$ cat src/rtl/door_request_arbiter.sv
// ---------------------------------------------------------------------------
// door_request_arbiter
//
// Shares one door-sequencing datapath (sequencer FSM plus LED/7-seg output
// stage) between two door buttons. Rising edges on the request inputs are
// latched as pending flags. When the arbiter is idle it grants one door
// round-robin. It drives the door-select line and a one-cycle start pulse,
// then waits for the sequencer to leave IDLE and come back. A guard gap
// follows before the next grant.
//
// Panic pre-empts everything. A panic edge drops all pending requests and
// holds the arbiter until panic is released and the sequencer is idle.
//
// A watchdog bounds how long a grant may stay outstanding. When it expires
// it raises a sticky fault and returns the arbiter to service.
//
// Ports
//   clk          system clock
//   rst_n        asynchronous active-low reset
//   req_0        door-0 request level (debounced), rising edge = request
//   req_1        door-1 request level (debounced), rising edge = request
//   panic_req    panic level (debounced)
//   state_reg    current sequencer state code
//   start        one-cycle pulse: sequencer begins a cycle for door `btn`
//   btn          door select (0 = door 0, 1 = door 1)
//   panic_start  one-cycle pulse on panic entry
//   busy         high whenever the arbiter is not in ARB_IDLE
//   pend         pending request flags {door1, door0}
//   timeout_err  sticky watchdog fault, cleared only by reset
// ---------------------------------------------------------------------------
module door_request_arbiter #(
  parameter int STATE_W   = 3,
  parameter int IDLE_CODE = 0,
  parameter int GUARD     = 4,
  parameter int TMO_W     = 24,
  parameter int TIMEOUT   = 16000000
) (
  input  logic               clk,
  input  logic               rst_n,
  input  logic               req_0,
  input  logic               req_1,
  input  logic               panic_req,
  input  logic [STATE_W-1:0] state_reg,
  output logic               start,
  output logic               btn,
  output logic               panic_start,
  output logic               busy,
  output logic [1:0]         pend,
  output logic               timeout_err
);

  typedef enum logic [2:0] {
    ARB_IDLE,
    ARB_ISSUE,
    ARB_WAIT_LEAVE,
    ARB_WAIT_DONE,
    ARB_GUARD,
    ARB_PANIC
  } arb_state_t;

  localparam logic [STATE_W-1:0] IDLE_VAL = STATE_W'(IDLE_CODE);

  // Guard counter runs 0 .. GUARD-1, so GUARD cycles are spent in ARB_GUARD.
  localparam int             GW         = (GUARD > 1) ? $clog2(GUARD) : 1;
  localparam logic [GW-1:0]  GUARD_LAST = GW'(GUARD - 1);

  // The watchdog starts at 0 in the first wait cycle. The fault fires on the
  // edge where the count would reach TIMEOUT-1, so the comparison looks at
  // the value one below that.
  localparam logic [TMO_W-1:0] TMO_LAST = TMO_W'(TIMEOUT - 2);

  // -------------------------------------------------------------------------
  // State and datapath registers
  // -------------------------------------------------------------------------
  arb_state_t        arb_state;
  arb_state_t        arb_state_next;

  logic [1:0]        req_q;        // registered request levels, for edge detect
  logic              panic_q;      // registered panic level, for edge detect
  logic [1:0]        pend_q;
  logic              last_grant;
  logic              btn_q;
  logic [GW-1:0]     guard_cnt;
  logic [TMO_W-1:0]  wdog;
  logic              err_q;
  logic              panic_pulse;

  // -------------------------------------------------------------------------
  // Combinational helpers
  // -------------------------------------------------------------------------
  logic [1:0]        req_rise;
  logic              panic_rise;
  logic              seq_idle;
  logic              in_grant;
  logic              in_wait;
  logic              wdog_expire;
  logic              grant_now;
  logic              grant_door;
  logic [1:0]        grant_mask;
  logic [1:0]        discard_mask;
  logic [1:0]        pend_next;

  assign req_rise   = {req_1, req_0} & ~req_q;
  assign panic_rise = panic_req & ~panic_q;
  assign seq_idle   = (state_reg == IDLE_VAL);

  // The door named by btn is "in service" from ISSUE through GUARD.
  assign in_grant   = (arb_state == ARB_ISSUE)      ||
                      (arb_state == ARB_WAIT_LEAVE) ||
                      (arb_state == ARB_WAIT_DONE)  ||
                      (arb_state == ARB_GUARD);
  assign in_wait    = (arb_state == ARB_WAIT_LEAVE) ||
                      (arb_state == ARB_WAIT_DONE);

  assign wdog_expire = in_wait && (wdog == TMO_LAST);

  // A panic edge outranks a grant that would otherwise happen on the same edge.
  assign grant_now  = (arb_state == ARB_IDLE) && (|pend_q) && !panic_rise;

  // Round-robin choice: a lone request wins outright. With both pending, the
  // door that did not get the last grant goes next.
  always_comb begin
    // NOTE: every signal assigned in an always_comb gets a default first, so
    // no path can leave it unassigned and infer a latch.
    grant_door = 1'b0;
    unique case (pend_q)
      2'b01:   grant_door = 1'b0;
      2'b10:   grant_door = 1'b1;
      2'b11:   grant_door = ~last_grant;
      default: grant_door = 1'b0;
    endcase
  end

  assign grant_mask = grant_door ? 2'b10 : 2'b01;

  // Request edges that must not be latched. During panic, and on the panic
  // edge itself, both doors are dropped. While a door is in service, a repeat
  // press of that same door is meaningless.
  always_comb begin
    discard_mask = 2'b00;
    if (panic_rise || (arb_state == ARB_PANIC)) begin
      discard_mask = 2'b11;
    end else if (in_grant) begin
      discard_mask = btn_q ? 2'b10 : 2'b01;
    end
  end

  // Pending flags: new edges are OR-ed in, the granted door is cleared, and a
  // panic edge wipes everything. The clear wins over a same-edge re-request
  // of the door being granted, because that door is about to be served.
  always_comb begin
    pend_next = pend_q | (req_rise & ~discard_mask);
    if (grant_now) begin
      pend_next = pend_next & ~grant_mask;
    end
    if (panic_rise) begin
      pend_next = 2'b00;
    end
  end

  // -------------------------------------------------------------------------
  // FSM: state register
  // -------------------------------------------------------------------------
  always_ff @(posedge clk or negedge rst_n) begin
    if (!rst_n) begin
      arb_state <= ARB_IDLE;
    end else begin
      // NOTE: clocked state uses non-blocking assignments, so every register
      // samples pre-edge values no matter the statement order.
      arb_state <= arb_state_next;
    end
  end

  // -------------------------------------------------------------------------
  // FSM: next-state logic
  // -------------------------------------------------------------------------
  always_comb begin
    arb_state_next = arb_state;
    if (panic_rise) begin
      arb_state_next = ARB_PANIC;
    end else begin
      unique case (arb_state)
        ARB_IDLE: begin
          if (|pend_q) arb_state_next = ARB_ISSUE;
        end
        ARB_ISSUE: begin
          arb_state_next = ARB_WAIT_LEAVE;
        end
        ARB_WAIT_LEAVE: begin
          if (wdog_expire)    arb_state_next = ARB_GUARD;
          else if (!seq_idle) arb_state_next = ARB_WAIT_DONE;
        end
        ARB_WAIT_DONE: begin
          if (wdog_expire)    arb_state_next = ARB_GUARD;
          else if (seq_idle)  arb_state_next = ARB_GUARD;
        end
        ARB_GUARD: begin
          if (guard_cnt == GUARD_LAST) arb_state_next = ARB_IDLE;
        end
        ARB_PANIC: begin
          if (!panic_req && seq_idle) arb_state_next = ARB_GUARD;
        end
        default: arb_state_next = ARB_IDLE;
      endcase
    end
  end

  // -------------------------------------------------------------------------
  // FSM: outputs
  // -------------------------------------------------------------------------
  always_comb begin
    start       = (arb_state == ARB_ISSUE);
    busy        = (arb_state != ARB_IDLE);
    btn         = btn_q;
    pend        = pend_q;
    panic_start = panic_pulse;
    timeout_err = err_q;
  end

  // -------------------------------------------------------------------------
  // Datapath registers
  // -------------------------------------------------------------------------
  always_ff @(posedge clk or negedge rst_n) begin
    if (!rst_n) begin
      req_q       <= 2'b00;
      panic_q     <= 1'b0;
      pend_q      <= 2'b00;
      last_grant  <= 1'b1;   // door 0 wins the first tie
      btn_q       <= 1'b0;
      guard_cnt   <= '0;
      wdog        <= '0;
      err_q       <= 1'b0;
      panic_pulse <= 1'b0;
    end else begin
      req_q       <= {req_1, req_0};
      panic_q     <= panic_req;
      pend_q      <= pend_next;
      panic_pulse <= panic_rise;

      // btn only moves on a grant. It is left alone on panic, so the output
      // stage keeps pointing at the last served door.
      if (grant_now) begin
        btn_q      <= grant_door;
        last_grant <= grant_door;
      end

      // Counts only while parked in ARB_GUARD. It re-arms from zero on every
      // entry, including the entry from panic.
      if (arb_state == ARB_GUARD) begin
        guard_cnt <= guard_cnt + 1'b1;
      end else begin
        guard_cnt <= '0;
      end

      // The watchdog restarts at each issue and runs only while waiting on
      // the sequencer. In panic it holds its value.
      if (arb_state == ARB_ISSUE) begin
        wdog <= '0;
      end else if (in_wait) begin
        wdog <= wdog + 1'b1;
      end

      if (wdog_expire && !panic_rise) begin
        err_q <= 1'b1;
      end
    end
  end

endmodule
$ cat config.mk
export PLATFORM = sky130hd
export DESIGN_NAME = door_request_arbiter
export DESIGN_NICKNAME = d
export VERILOG_FILES = /design/src/rtl/door_request_arbiter.sv
export SDC_FILE = /design/constraint.sdc
export NUM_CORES = 1
export LEC_CHECK = 0
export CORE_MARGIN = 8
export CORE_UTILIZATION = 44
export DETAILED_ROUTE_END_ITERATION = 10
export SLEW_MARGIN = 40
export SYNTH_ARGS = -nofsm -noshare
export SYNTH_HDL_FRONTEND = slang
export SYNTH_SLANG_ARGS = --single-unit
$ cat constraint.sdc
create_clock -name clk -period 3.2 [get_ports clk]
set_input_delay 0.8 -clock clk [delete_from_list [all_inputs] [get_ports clk]]
set_output_delay 0.8 -clock clk [all_outputs]
set_load 0.02 [all_outputs]
# Word level (Yosys, flattened, before mapping)
# Index checks and enable logic that the tools add are counted.
# word_totals
regBits,38
inputBits,8
output_inout_bits,7
elab_cells,73
# classes
add_sub_neg,2
eq_ne,14
mux,19
bitwise_logic,10
n_reduce_logical,18
# op_table
cell,n
24-bit two-way mux,2
24-bit by 1-bit adder with 24-bit output (second input constant),1
24-bit equality test (second input constant),1
3-bit two-way mux,8
3-bit case mux with 6 select lines,1
2-bit two-way mux,7
3-bit by 2-bit inequality test with 1-bit output (second input constant),3
4-bit inequality test (second input constant),2
2-bit bitwise AND,3
2-bit equality test (second input constant),3
3-bit by 2-bit equality test with 1-bit output (second input constant),2
3-bit equality test (second input constant),2
3-bit zero test,2
2-bit NOT,3
1-bit logical AND,5
1-bit logical OR,5
5-bit AND reduction,1
3-bit by 1-bit equality test with 1-bit output (second input constant),1
3-bit nonzero test,1
2-bit by 1-bit adder with 2-bit output (second input constant),1
1-bit zero test,2
1-bit NOT,2
2-bit OR,1
1-bit case mux with 2 select lines,1
3 further kinds,3

# Longest topological paths before layout
# Gate-level depths: netlist of run 1.
# depth
word_depth,12
mapped_depth,7
ltp_nobuf,7

# Least setup slack after synthesis of run 1
# No wires, ideal clock.
# synth_path
path_type,in2reg
start,input port state_reg[1]
end,register arb_state[0]
setup_time_ps,126
arrival_ps,2082
required_ps,3074
setup_slack_ps,992
cell_stages,5
path_buffers,0
cell_sequence,or4b_2 > nor2_1 > o32ai_1 > a21o_1 > a221o_1
# synth_between
elab_chain_cells,4
word_cells_on_any_way,6
cone_classes,eq/ne (3); reduce/logical (3)
# synth_lines
element,line_no,rtl
"start, declared",43,"input logic [STATE_W-1:0] state_reg,"
3-bit zero test (*),105,assign seq_idle = (state_reg == IDLE_VAL);
1-bit logical AND,201,if (!panic_req && seq_idle) arb_state_next = ARB_GUARD;
3-bit by 2-bit inequality test with 1-bit output (no line),--,
5-bit AND reduction (no line) (*),--,
"end signal, assigned",170,arb_state <= arb_state_next;
"end, declared",75,arb_state_t arb_state;
# Every way passes the cells marked *; elsewhere a longest branch is shown, timed or not.
# A chain may end at the register's enable or synchronous reset.

# Worst setup path after layout of run 1
# layout_path
start,register arb_state[2]
end,output port busy
# layout_between
elab_chain_cells,1
# layout_lines
element,line_no,rtl
3-bit nonzero test,213,busy = (arb_state != ARB_IDLE);
"end, declared",47,"output logic busy,"
# Every way passes these cells.

==> results of run 1 <==
==> area by class of cell <==
type,count,area [um^2],share of cell area
Clock buffer,6,82.58,0.03712
Sequential cell,38,952.2,0.4280
Multi-Input combinational cell,143,893.4,0.4016
Inverter,7,26.28,0.01181
Tap cell,52,65.06,0.02925
Clock inverter,2,60.06,0.02700
Timing Repair Buffer,15,145.1,0.06524
==> synth_stat cells, types with 2 or more instances <==
cell,instances,share of area
ha_1,3,0.020
buf_2,3,0.0079
nor3b_1,3,0.012
nand3_1,7,0.018
and3_1,4,0.013
dfrtp_1,37,0.48
inv_1,7,0.014
xor2_1,6,0.027
nor2_1,29,0.057
nand4_1,3,0.0098
xnor2_1,14,0.064
nor4_1,6,0.020
clkbuf_1,3,0.0059
nor3_1,8,0.021
nand2b_1,2,0.0065
and2_2,2,0.0079
o221ai_1,2,0.0092
o21ai_0,5,0.013
a31oi_1,3,0.0098
a21oi_1,5,0.013
nand2_1,16,0.031
or3_1,3,0.0098
==> critical path, cell delays in order, from the launching register on <==
cell	delay, ns
dfrtp_1	0.51
or3_1	0.51
clkdlybuf4s50_1	0.58
==> per-stage QoR <==
step / util / setup WS (ns) / cell area [um^2] / hold slack, ns / std cells
2_1_floorplan: - / 0.9919 / 1912 / 0.4064 / 196
3_3_place_gp: 0.4877 / 0.5486 / 2079 / 0.4201 / 255
3_5_place_dp: 0.4883 / 0.4981 / 2082 / 0.4424 / 255
4_1_cts: 0.5217 / 0.5182 / 2225 / 0.4491 / 263
5_1_grt: 0.5217 / 0.4621 / 2225 / 0.4775 / 263
6_report: 0.5217 / 0.5235 / 2225 / 0.4549 / 263
==> registers in the layout, summed over array words and instances (netlist names), 2 cells and up <==
signal     cells
pend           2
arb_state      3
wdog          24
req_q          2
guard_cnt      2
==> path summary, 6_finish.rpt <==
path                                           from                endpoint  slack, ns  depth (start not counted)
hold / removal               guard_cnt[0]$_DFF_PN0_  guard_cnt[0]$_DFF_PN0_       0.45                          1
hold reg to reg              guard_cnt[0]$_DFF_PN0_  guard_cnt[0]$_DFF_PN0_       0.45                          1
max in group asynchronous                     rst_n  last_grant$_DFFE_PN1P_       2.37                          1
setup reg to reg           arb_state[2]$_DFFE_PN0P_    wdog[22]$_DFFE_PN0P_       1.06                          5
setup / recovery           arb_state[2]$_DFFE_PN0P_                    busy       0.52                          2
min in group asynchronous                     rst_n    wdog[20]$_DFFE_PN0P_       0.46                          1
==> cells by family (layout without fill, tap and decap cells) <==
group,Yosys count,in the layout
multiplexers,1,1
XOR/XNOR,20,20
buffers and inverters,15,30
adder cells (fa/ha/maj),3,3
flip-flops,38,38
AND/OR/NAND/NOR,95,95
AO/OA/AOI/OAI,24,24
==> per-layer routing <==
metal  track usage  up-vias
met1        0.1610      689
met2        0.1973       22
met3       0.04486        4
met4       0.04211        0
li1              -      709
met5             0        -
==> power groups by stage <==
stage               Combinational [W]  Clock (W)  Sequential, W
finish                       0.000359   0.000498       0.000644
global route                 0.000403   0.000538       0.000658
CTS                          0.000365   0.000511       0.000642
detailed placement           0.000362          0       0.000651
global placement             0.000357          0       0.000645
floorplan                    0.000270          0       0.000618
==> results by group, run 1 <==
Clock tree
  – Source-to-sink clock delay at the later pin of the worst-skew pair: 0.29 ns
  – Resize count post-CTS: 0
  – Num CTS Buffers: 5
  – CTS clk-pin slew, worst paths: 0.07 ns
  – Post-CTS setup buffer count: 0
  – CTS Root Buffer Type: clkbuf_8
  – Hold_buf cts: 0
  – Total number of H-tree levels: 2
  – Clock Sink Count: 38
  – Longest Clk Path Bufs: 2
  – TritonCTS clock tree: done

Detailed routing
  – Wire length after detailed routing: 3.796 mm
  – WL met3: 118 um
  – Wl on met1: 1.806 mm
  – Routed length on met2: 1.836 mm
  – Highest layer used for signal routing: met4
  – Via Count: 1424
  – Number of remaining DRC errors: 0
  – Average wire per cell in the routed design: 14.43 um
  – Vias per std cell: 5.414
  – Number of violations reported at the end of detailed-routing iteration 0: 76
  – First-pass iteration count of the detailed router: 4
  – Post-route antenna net violation count: 0

Run
  – Total of max-cap violations: 0

Power and ir drop
  – Cell Pwr Density: 674.5 nW/um^2
  – Clock network power share: 0.332
  – Combinational group share of total power: 0.239
  – Proportion of total power due to net switching: 0.3046
  – Post-layout total power: 0.001501 W
  – Register share of total power: 0.429
  – P_int: 0.001044 W
  – Leakage power of the design: 0.9385 nW
  – Psw: 0.0004570 W
  – Peak VDD IR: 0.0003866 V

Final layout
  – Commonest cells after routing, fill and taps aside: 37 x dfrtp_1, 29 x nor2_1, 16 x nand2_1
  – Final-stage net count: 221
  – Share of final-layout standard cells stronger than drive strength 1: 0.1090
  – Diode count: 0
  – Area grow syn2layout: 16.36%
  – Most common cell after layout, fill and taps aside: dfrtp_1
  – Fill cells: 377

Logic synthesis
  – Parity-gate share of the synthesized area counting xor and xnor cells: 0.09162
  – Synth Area in Simple Gates: 0.2618
  – Adder-cell share of the synthesized area: 0.01963
  – Gate Count Post-Synth: 196
  – Mean area per synthesized cell: 9.754 um^2
  – Post-synthesis compound-gate area fraction: 0.08573
  – Synth async-reset ratio: 1.000
  – Post-synthesis instance area: 1912 um^2
  – Share of cell area taken by muxes after synthesis: 0.005890
  – Synth cell types: 47
  – Flip-flop cell with the highest count after synthesis: dfrtp_1
  – Portion of the post-synthesis area used by sequential elements: 0.4980
  – Number of synthesized flops with an enable pin: 0
  – Combinational family with the most area after synthesis: simple AND/OR/NAND/NOR gates
  – Net count after synthesis: 207
  – Total number of yosys warnings: 0
  – FF+latch count, synth: 38

STA
  – Final Hold Violating Endpoints: 0
  – Setup TNS: 0 ns
  – Number of failing setup endpoints in the final timing report: 0
  – Number of pins with negative max-slew slack in the final report: 0
  – RSZ-0062 raised after global routing: false
  – Measured slew at the worst slew-check pin: 0.5193 ns
  – Ratio of final minimum period to clock period: 0.8364
  – Slew headroom: 0.6528
  – Maximum achievable frequency: 0.3736 GHz
  – Clk_skew: 0.006467 ns
  – Post-layout min period: 2.677 ns

Place
  – HPWL after detailed placement: 2.640 mm
  – I/O Buffers: 14
  – RePlAce Congestion: 0.7472

Critical path
  – Critical path peak fanout: 13
  – Endpoint required time on the critical path: 2.40 ns
  – Worst Setup Start Kind: flop
  – Type of the worst setup path: reg -> out
  – Critical path data arrival time: 1.88 ns
  – Type of element capturing the critical path: output port

Die
  – Die Outline Area: 6710 um^2
  – Site row count: 24
  – Die boundary height: 81.92 um
  – Core Area: 4264 um^2
  – Number of placed I/O pins: 15
  – Overall die width: 81.92 um
  – Initial Utilization: 0.4484

Outcome
  – Outcome: completed

Global routing
  – Wire length of the first global-routing pass: 6.665 mm
  – GR Overflow Total: 0
  – GRT Overall Usage: 0.1271
  – Maximum number of pins on one net before global-route repair: 39
  – Via count of the first global-routing pass: 1444
  – Number of antenna violations at the first check in global routing: 0

Min path
  – Worst hold path type: reg -> reg
No activity file was read; power rests on OpenSTA's default activity.
==> run 2: changes to the inputs <==
Settings changed: PLACE_DENSITY set to 0.65.
Clock period 3.2 ns to 2.3 ns, I/O delays scaled along.
==> results by group, run 2 (synthesis gave the netlist of run 1 again) <==
Critical path
  – Start of the worst register-to-register path: arb_state[0]$_DFFE_PN0P_
  – List of cells traversed by the critical path: clkdlybuf4s50_1, or4b_2, nor2_1, o32ai_1, a21o_1, a221o_1
  – Worst Setup Start Kind: input port
  – Reg2Reg Setup Slack: 0.33 ns (-0.73 ns)
  – Critical path peak fanout: 2 (-11)
  – Type of element capturing the critical path: flop
  – Endpoint of the worst-slack reg-to-reg timing path: arb_state[0]$_DFFE_PN0P_
  – Type of the worst setup path: in -> reg
  – CP max-delay cell: or4b_2
  – Endpoint required time on the critical path: 2.48 ns (+0.08 ns)
  – Depth of the most critical reg-to-reg path: 6 (+1)
  – Slowest cell delay on critical path: 0.69 ns (+0.11 ns)
  – Critical path data arrival time: 2.36 ns (+0.48 ns)

Global routing
  – Via count of the first global-routing pass: 1461 (+1.2%)
  – GRT Overall Usage: 0.1249 (-0.002164)
  – GR Overflow Total: 0 (unchanged)
  – Number of antenna violations at the first check in global routing: 0 (unchanged)
  – Wire length of the first global-routing pass: 6.624 mm (-0.62%)
  – Maximum number of pins on one net before global-route repair: 27 (-31%)

STA
  – Maximum achievable frequency: 0.4578 GHz
  – Setup TNS: 0 ns (unchanged)
  – Number of pins with negative max-slew slack in the final report: 0 (unchanged)
  – Measured slew at the worst slew-check pin: 0.5739 ns (+0.05466 ns)
  – Slew headroom: 0.6174 (-0.03540)
  – Post-layout min period: 2.184 ns
  – Final Hold Violating Endpoints: 0 (unchanged)
  – Clk_skew: 0.009017 ns (+0.002550 ns)
  – RSZ-0062 raised after global routing: false
  – Number of failing setup endpoints in the final timing report: 0 (unchanged)
  – Ratio of final minimum period to clock period: 0.9498

Run
  – Total of max-cap violations: 0 (unchanged)

Detailed routing
  – Number of violations reported at the end of detailed-routing iteration 0: 50 (-34%)
  – Via Count: 1442 (+1.3%)
  – Number of remaining DRC errors: 0 (unchanged)
  – First-pass iteration count of the detailed router: 4 (unchanged)
  – Post-route antenna net violation count: 0 (unchanged)
  – Wire length after detailed routing: 3.706 mm (-2.4%)
  – Average wire per cell in the routed design: 13.68 um (-5.3%)
  – Vias per std cell: 5.321 (-1.7%)

Clock tree
  – Total number of H-tree levels: 2 (unchanged)
  – TritonCTS clock tree: done
  – Clock Sink Count: 38 (unchanged)
  – CTS clk-pin slew, worst paths: 0.08 ns (about the same)
  – Num CTS Buffers: 5 (unchanged)
  – CTS Root Buffer Type: clkbuf_8
  – Source-to-sink clock delay at the later pin of the worst-skew pair: 0.29 ns (about the same)
  – Longest Clk Path Bufs: 2 (unchanged)
  – Post-CTS setup buffer count: 0 (unchanged)

Final layout
  – Share of final-layout standard cells stronger than drive strength 1: 0.1416 (+0.03255)
  – Register name with the most flops: wdog
  – Final-stage net count: 229 (+3.6%)
  – Number of flip-flops in the largest register: 24 (unchanged)
  – Area grow syn2layout: 19.24%
  – Top Registers: wdog x24, arb_state x3
  – Diode count: 0 (unchanged)
  – Commonest cells after routing, fill and taps aside: 37 x dfrtp_1, 29 x nor2_1, 16 x nand2_1
  – Most common cell after layout, fill and taps aside: dfrtp_1
  – Number of non-filler instances in the completed layout: 271 (+3.0%)

Place
  – HPWL after detailed placement: 2.631 mm (-0.32%)
  – I/O Buffers: 14 (unchanged)
  – RePlAce Congestion: 0.7826 (+4.7%)
  – Placed Instances: 263 (+3.1%)

Power and ir drop
  – Register share of total power: 0.405 (-0.024)
  – P_int: 0.001474 W (+41%)
  – Clock network power share: 0.330 (-0.002)
  – Psw: 0.0006452 W (+41%)
  – Proportion of total power due to net switching: 0.3045 (about the same)
  – Leakage power of the design: 0.9767 nW (+4.1%)
  – Combinational group share of total power: 0.265 (+0.026)
  – Peak VDD IR: 0.0005476 V (+42%)
  – Cell Pwr Density: 929.5 nW/um^2 (+38%)

Die
  – Die Outline Area: 6710 um^2 (unchanged)
  – Number of placed I/O pins: 15 (unchanged)
  – Overall die width: 81.92 um (unchanged)
  – Initial Utilization: 0.4484 (unchanged)
  – Core Area: 4264 um^2 (unchanged)
  – Die boundary height: 81.92 um (unchanged)
  – Site row count: 24 (unchanged)

Outcome
  – Outcome: completed

Min path
  – Worst hold path type: in -> async
run 2: routing by layer:
layer | vias to the layer above | share of wire | GRT usage
li1 | 722 | - | -
met1 | 677 | 0.51 | 0.1599
met2 | 35 | 0.44 | 0.1989
met3 | 8 | 0.037 | 0.03063
met4 | 0 | 0.014 | 0.04737
met5 | - | 0 | 0
run 2: stage by stage:
stage | instance area, um^2 | total power, W | setup slack, ns | hold slack, ns | utilization
2_1_floorplan | 1912 | 0.001237 | 0.3169 | 0.2794 | -
3_3_place_gp | 2140 | 0.001441 | -0.1269 | 0.4215 | 0.5018
3_5_place_dp | 2140 | 0.001441 | -0.1724 | 0.4240 | 0.5018
4_1_cts | 2280 | 0.002138 | 0.1349 | 0.2904 | 0.5346
5_1_grt | 2280 | 0.002254 | 0.03503 | 0.3169 | 0.5346
6_report | 2280 | 0.002119 | 0.1156 | 0.2706 | 0.5346
run 2: timing repair:
item                                    CTS  global route
hold buffers                              0             0
hold endpoints to repair                  0             0
endpoints found under the setup margin    2             0
gates resized for setup                   2             0
run 2: worst max path at each step:
stage	from	end	cells past startpoint
final	state_reg[1]	arb_state[0]$_DFFE_PN0P_	6
after detailed placement	state_reg[1]	arb_state[0]$_DFFE_PN0P_	6
after CTS	state_reg[1]	arb_state[0]$_DFFE_PN0P_	6
after global routing	state_reg[1]	arb_state[0]$_DFFE_PN0P_	6
after global placement	state_reg[1]	arb_state[0]$_DFFE_PN0P_	6
after floorplan	state_reg[1]	arb_state[0]$_DFFE_PN0P_	5
run 2: critical path, delay by kind of cell:
family	cells	cell delay, ns
simple gates	2	0.82
compound gates	3	0.56
buf+inv	1	0.41
run 2: power groups by stage:
stage          clock network, W  logic, W  registers [W]
6_report               0.000700  0.000561       0.000859
5_1_grt                0.000745  0.000633       0.000876
4_1_cts                0.000713  0.000567       0.000858
3_5_place_dp                  0  0.000572       0.000869
3_3_place_gp                  0  0.000570       0.000871
2_1_floorplan                 0  0.000376       0.000860
run 2: area by class of cell:
type | count | area, um^2
Inverter | 7 | 26.28
Clock buffer | 6 | 82.58
Timing Repair Buffer | 23 | 200.2
Sequential cell | 38 | 952.2
Fill cell | 391 | 1984
Tap cell | 52 | 65.06
Multi-Input combinational cell | 143 | 893.4
Clock inverter | 2 | 60.06
